[src/rtl/mul_iter_radix256.sv]
// mul_iter_radix256: iterative 32x32 multiplier retiring one multiplier byte per cycle, with signed and accumulate options
module mul_iter_radix256 #(
    parameter bit EARLY_TERM = 1'b1
) (
    input  logic        clk,
    input  logic        rst_n,
    input  logic        start_i,
    input  logic [31:0] op_a_i,
    input  logic [31:0] op_b_i,
    input  logic        is_signed_i,
    input  logic        acc_en_i,
    input  logic [63:0] acc_in_i,
    output logic        busy_o,
    output logic        done_o,
    output logic [63:0] product_o
);
    typedef enum logic [1:0] {IDLE, ITER, FINAL} state_t;
    state_t      state_q;
    logic [31:0] mag_a_q, mag_b_q;
    logic [63:0] acc_q, acc_in_q, product_q;
    logic [1:0]  k_q;
    logic        neg_q, acc_en_q, busy_q, done_q;
    logic [5:0]  sh, sh_nxt;
    logic [2:0]  k1;
    logic [7:0]  b_byte;
    logic [39:0] pp;
    logic [63:0] acc_d, product_d;
    logic [31:0] mag_a_d, mag_b_d;
    logic        last;
    always_comb begin
        sh        = {1'b0, k_q, 3'b000};
        k1        = {1'b0, k_q} + 3'd1;
        sh_nxt    = {k1, 3'b000};
        b_byte    = 8'(mag_b_q >> sh);
        pp        = {8'b0, mag_a_q} * {32'b0, b_byte};
        acc_d     = acc_q + ({24'b0, pp} << sh);
        // a shift of 32 clears everything, so k=3 also reads as "nothing left"
        last      = (k_q == 2'd3) || (EARLY_TERM && ((mag_b_q >> sh_nxt) == 32'd0));
        product_d = (neg_q ? -acc_q : acc_q) + (acc_en_q ? acc_in_q : 64'd0);
        mag_a_d   = (is_signed_i && op_a_i[31]) ? -op_a_i : op_a_i;
        mag_b_d   = (is_signed_i && op_b_i[31]) ? -op_b_i : op_b_i;
    end
    always_ff @(posedge clk) begin
        if (!rst_n) begin
            state_q   <= IDLE;
            mag_a_q   <= '0;
            mag_b_q   <= '0;
            acc_q     <= '0;
            acc_in_q  <= '0;
            product_q <= '0;
            k_q       <= '0;
            neg_q     <= 1'b0;
            acc_en_q  <= 1'b0;
            busy_q    <= 1'b0;
            done_q    <= 1'b0;
        end else begin
            case (state_q)
                IDLE: begin
                    done_q <= 1'b0;
                    if (start_i) begin
                        mag_a_q  <= mag_a_d;
                        mag_b_q  <= mag_b_d;
                        neg_q    <= is_signed_i & (op_a_i[31] ^ op_b_i[31]);
                        acc_en_q <= acc_en_i;
                        acc_in_q <= acc_in_i;
                        acc_q    <= '0;
                        k_q      <= '0;
                        busy_q   <= 1'b1;
                        state_q  <= ITER;
                    end
                end
                ITER: begin
                    acc_q <= acc_d;
                    k_q   <= k_q + 2'd1;
                    if (last) state_q <= FINAL;
                end
                FINAL: begin
                    product_q <= product_d;
                    done_q    <= 1'b1;
                    busy_q    <= 1'b0;
                    state_q   <= IDLE;
                end
                default: state_q <= IDLE;
            endcase
        end
    end
    assign busy_o    = busy_q;
    assign done_o    = done_q;
    assign product_o = product_q;
endmodule

[config.mk]
export PLATFORM = sky130hd
export DESIGN_NAME = mul_iter_radix256
export DESIGN_NICKNAME = d
export VERILOG_FILES = /design/src/rtl/mul_iter_radix256.sv
export SDC_FILE = /design/constraint.sdc
export NUM_CORES = 2
export LEC_CHECK = 0
export CAP_MARGIN = 20
export CELL_PAD_IN_SITES_DETAIL_PLACEMENT = 1
export CELL_PAD_IN_SITES_GLOBAL_PLACEMENT = 2
export CORE_MARGIN = 4
export CORE_UTILIZATION = 30
export CTS_BUF_LIST = sky130_fd_sc_hd__clkbuf_8
export CTS_CLUSTER_DIAMETER = 30
export DETAILED_ROUTE_END_ITERATION = 8
export PLACE_DENSITY = 0.81
export SYNTH_ARGS = -nofsm -noshare
export SYNTH_HDL_FRONTEND = slang
export SYNTH_SLANG_ARGS = --single-unit
[constraint.sdc]
create_clock -name clk -period 9.2 [get_ports clk]
set_input_delay 1.38 -clock clk [delete_from_list [all_inputs] [get_ports clk]]
set_output_delay 1.38 -clock clk [all_outputs]
set_load 0.005 [all_outputs]
**Word level (Yosys, flattened, before mapping)**

Cells that the tools add are included.

- Input port bits: 133
- Output and inout bits: 66
- Register bits after elaboration: 264
- Logic and storage cells: 54

- Eq/ne operators: 5
- Multipliers: 1
- Bitwise gates (word level): 2
- Reduce and logical (&&, ||, !) cells: 11
- Add/subtract/negate cells: 7
- Muxes and demuxes: 14
- Shift-type cells: 3

Operator list:

| kind | number |
|---|---|
| $mux 64 | 3 |
| $add 64x64->64 | 2 |
| $pmux 64 s2 | 1 |
| $mux 32 | 2 |
| $neg 32->32 | 2 |
| $neg 64->64 | 1 |
| $shl 40x5->64 | 1 |
| $mul 32x8->40 | 1 |
| $logic_not 32->1 | 1 |
| $shr 32x5->8 | 1 |
| $shr 32x6->32 | 1 |
| $pmux 2 s2 | 2 |
| $reduce_and 2->1 | 4 |
| $mux 2 | 3 |
| $eq 2x2->1 const B | 2 |
| $ne 2x2->1 const B | 2 |
| $pmux 1 s2 | 2 |
| $reduce_bool 2->1 | 2 |
| $add 2x1->3 const B | 1 |
| $add 2x1->2 const B | 1 |
| $eq 2x1->1 const B | 1 |
| $logic_and 1x1->1 | 2 |
| $logic_not 2->1 | 1 |
| $and 1x1->1 | 1 |
| 3 further kinds | 3 |

**Logic depth before layout (Yosys ltp)**

- Depth in word-level cells: 6
- Gate-level depth with buffers: 36
- Mapped depth without buffers: 32

**Worst setup path after synthesis**

No wires, ideal clock.

- Kind: flip-flop to flip-flop
- Start point: reg k_q[0]
- End point: reg acc_q[63]
- Arrival time: 8.971 ns
- Cell stages (with the launch flop): 34
- Setup time: 0.120 ns
- Buffers on the path: 4
- Slack: 0.109 ns
- Path through: dfxtp_1 clkbuf_1 buf_1 mux4_2 clkbuf_1 and2_1 fa_1 fa_1 fa_1 inv_1 fa_1 inv_1 ha_1 nand2_1 or3_1 o31a_1 o21a_1 o21a_1 o21ai_0 xnor2_1 o21ai_0 a221o_1 ha_1 clkbuf_1 nand4_1 nor3_1 a21oi_1 o211ai_1 a2111oi_0 and2_1 a211oi_1 or3_1 and3_1 a211o_1

- Longest elaborated chain between the ends: 5

RTL lines:

| element | line | text |
|---|---|---|
| start: declaration | 21 | `logic [1:0] k_q;` |
| start signal: assignment | 74 | `k_q <= k_q + 2'd1;` |
| $shr 32x5->8 | 34 | `b_byte = 8'(mag_b_q >> sh);` |
| $mul 32x8->40 | 35 | `pp = {8'b0, mag_a_q} * {32'b0, b_byte};` |
| $shl 40x5->64 * | 36 | `acc_d = acc_q + ({24'b0, pp} << sh);` |
| $add 64x64->64 * | 36 |  |
| $pmux 64 s2 * | 57 | `case (state_q)` |
| end signal: assignment | 48 | `acc_q <= '0;` |
| end signal: assignment | 66 | `acc_q <= '0;` |
| end signal: assignment | 73 | `acc_q <= acc_d;` |
| end: declaration | 20 | `logic [63:0] acc_q, acc_in_q, product_q;` |

Mark *: on every way between the ends. The rest lies on a longest branch, timed or not.
A chain may end at the register's enable or synchronous reset.

**Worst setup path in the final report**

Ends and elaborated chain as after synthesis.

==> summary.txt <==
Outcome
  • Outcome: completed

Global route
  • Initial antenna violation count: 2
  • GRT overflow: 0
  • First-pass GRT wire length: around 150000 µm
  • Vias in the first global route: 27559
  • GRT Util Overall: 0.191
  • Pin count of the biggest net entering global routing: 191

Synthesis
  • Sequential area share after synthesis: 0.186
  • Synth Flop Type: dfxtp_1
  • Synth Cell Area: around 28000 µm²
  • Yosys reg bits: 264
  • Ys Warns: 0
  • Syn Area/Cell: 7.69 µm²
  • Largest cells by area after synthesis: dfxtp_1 19%, fa_1 13%, ha_1 8.7%
  • Synth cell types: 76
  • Post-synth EDFFs: 0
  • Post-synth ARST share: 0
  • Mapped Nets: 4213
  • Cell taking the most area after synthesis: dfxtp_1
  • Top-area cell type share of the netlist area: 0.186
  • Gate Count Post-Synth: 3701

Clock network
  • H-tree depth: 3
  • # hold bufs at CTS: 0
  • CTS tree: built
  • Worst-Skew Late Latency: slightly below 0.7 ns
  • Reg clk slew, reported paths: about 0.050 ns
  • CTS max path bufs: 3
  • Clk sinks: 264
  • Clock Root Buffer: clkbuf_8
  • Inserted Clock Buffers: 74

Floorplan
  • Initial Util: 0.304
  • DIE AREA: 99900 µm²
  • Core Region: 93700 µm²
  • Chip height: about 320 µm
  • Num rows: 112
  • IO Pins: 199
  • Die width: between 300 and 400 µm

Place
  • Placed cell count: 5011
  • Dpl cell area: 31800 µm²
  • DP HPWL: 76800 µm
  • Final GP Congestion: slightly above 0.9
  • IO Port Bufs: between 150 and 200

Worst setup path
  • Crit path largest cell delay: 0.63 ns
  • CP Data Arrival Time: 9.51 ns
  • CP max-delay cell: mux4_2
  • WS Path Type: flop to flop
  • CP most frequent cell: fa_1
  • Worst R2R Start: k_q[0]
  • R2r worst-path depth: 31
  • Worst-path maximum fanout: 11
  • Setup crit end kind: flop
  • Crit path launch type: flop
  • Crit path launch: k_q[0]
  • Req. time, crit path: between 9 and 10 ns
  • R2R setup slack: about 0.24 ns

Hold path
  • Min-Delay Path Depth: 2
  • HP Start: acc_in_q[4]
  • HP Class: flop to flop

Routing
  • Drt first pass iters: 5
  • DR vias/cell: 5.28
  • Wire per inst: a little under 20 µm
  • DRT antenna net count: 0
  • Final wirelength: 103000 µm
  • Vias: ~27000
  • Initial DRC count: 1525
  • Remaining DRCs: 0

Timing
  • Max-slew violations: 0
  • Actual slew at the worst max-slew pin: ~1.2 ns
  • Final hold violation count: 0
  • Final setup vio count: 0
  • Final min period: 8.96 ns
  • RSZ-0062 raised after global routing: true
  • Worst Skew: between 0.05 and 0.06 ns
  • Period utilisation layout: 0.973
  • Relative slew slack: 0.223
  • Max Clk Rate: 112 MHz

Power
  • Leak: 14.6 nW
  • Pwr dens: 161 nW/µm²
  • Peak supply drop: ~0.083 mV

Layout
  • Fill cell count: approximately 11000
  • Layout Nets: around 4400
  • Layout Area Growth over Synthesis: 19.3%
  • Post-Route Utilization: 0.362
  • Layout cells sized above 1: 0.0733
  • Fin cells: ~5200
  • Fin area: 34000 µm²

Flow run
  • Max_cap viols: 0
==> placed cells by master, fill, tap and decap left out, types with 12 or more instances in the layout <==
| cell type | count |
|---|---|
| nand2_1 | 498 |
| a21oi_1 | 362 |
| and2_1 | 297 |
| dfxtp_1 | 261 |
| inv_1 | 246 |
| nor2_1 | 208 |
| clkdlybuf4s50_1 | 198 |
| ha_1 | 190 |
| fa_1 | 182 |
| o21ai_0 | 176 |
| xnor2_1 | 168 |
| a21o_1 | 101 |
| nand3_1 | 91 |
| clkbuf_8 | 87 |
| xor2_1 | 80 |
| buf_4 | 71 |
| a211oi_1 | 68 |
| nand4_1 | 45 |
| o31ai_1 | 34 |
| nor3_1 | 33 |
| or3_1 | 30 |
| o21bai_1 | 29 |
| o21a_1 | 28 |
| mux2i_1 | 25 |
| o211ai_1 | 24 |
| a31oi_1 | 24 |
| nor4_1 | 24 |
| and3_1 | 22 |
| nand2b_1 | 21 |
| mux4_2 | 20 |
| nor2b_1 | 18 |
| o41ai_1 | 18 |
| or4_1 | 16 |
| clkinvlp_4 | 12 |
==> cell usage after synthesis, drive strengths merged (91+ instances only) <==
master  count
a21o      101
fa        182
nand3      91
nor2      208
ha        197
clkbuf    178
dfxtp     264
and2      297
nand2     498
a21oi     366
inv       241
xnor2     168
o21ai     181
==> stage by stage <==
| step | power [mW] | setup TNS, ns | setup WS, ns | hold slack, ns |
|---|---|---|---|---|
| after global placement | 3.50 | 0 | 0.0721 | 0.438 |
| after floorplan | 2.79 | 0 | 0.109 | 0.432 |
| after CTS | 5.42 | 0 | 0.0261 | 0.451 |
| after detailed placement | 3.52 | 0 | 0.00409 | 0.445 |
| final | 5.46 | 0 | 0.244 | 0.447 |
| after global routing | 5.82 | -0.139 | -0.129 | 0.465 |
==> repair_timing <==
item,4_1_cts,5_1_grt
setup endpoints to repair,0,23
resized for setup,0,38
setup buffers,0,16
==> where the power goes <==
part / internal (mW) / switching [mW] / total (mW)
Sequential: 1.22 / 0.136 / 1.36
Combinational: 0.847 / 1.39 / 2.24
Clock: 1.16 / 0.698 / 1.86
Total: 3.23 / 2.23 / 5.46
==> critical path, delay by kind of cell, from the launching register on <==
kind | cells | cell delay, ns
compound gates | 9 | 1.87
xor+xnor | 1 | 0.09
fa+ha+maj | 6 | 3.04
buf+inv | 4 | 0.45
flops | 1 | 0.39
mux | 3 | 1.18
simple gates | 8 | 1.85
==> final timing paths <==
kind / endpoint
worst min-delay path: acc_in_q[4]
worst max-delay path: acc_q[63]
worst max register to register: acc_q[63]
worst min register to register: acc_in_q[4]
==> kinds of logic (layout without fill, tap and decap cells) <==
group                    after synthesis  count (layout)  share of synthesized area
AO/OA/AOI/OAI                        973             973                      0.212
multiplexers                          41              52                     0.0186
flip-flops                           264             264                      0.186
buffers and inverters                440             643                     0.0580
adder cells (fa/ha/maj)              379             379                      0.215
AND/OR/NAND/NOR                     1356            1356                      0.235
XOR/XNOR                             248             248                     0.0763
other                                  0               1                          0
==> per-layer routing <==
layer	track usage	part of all wire	up-vias
met5	0	0	-
met4	0.0571	0.038	0
met3	0.0247	0.045	219
met2	0.315	0.46	652
met1	0.262	0.46	13257
li1	-	-	13176
==> area by class of cell <==
cell class	instances	area, µm²	share of cell area
clock buffers	87	1200	0.0352
clock inverters	44	542	0.0159
flip-flops and latches	264	5290	0.156
multi-input cells	3008	21900	0.645
well taps	1254	1570	0.0462
inverters	241	910	0.0268
diodes	1	2.50	0.0000736
repair buffers	271	2550	0.0752
==> flip-flops by register name, summed over array words and instances (netlist names) <==
name / count
acc_in_q: 64
product_o: 64
neg_q: 1
busy_o: 1
mag_a_q: 32
state_q: 2
k_q: 2
mag_b_q: 32
acc_en_q: 1
done_o: 1
acc_q: 64
Power figures use the tool's default switching activity.
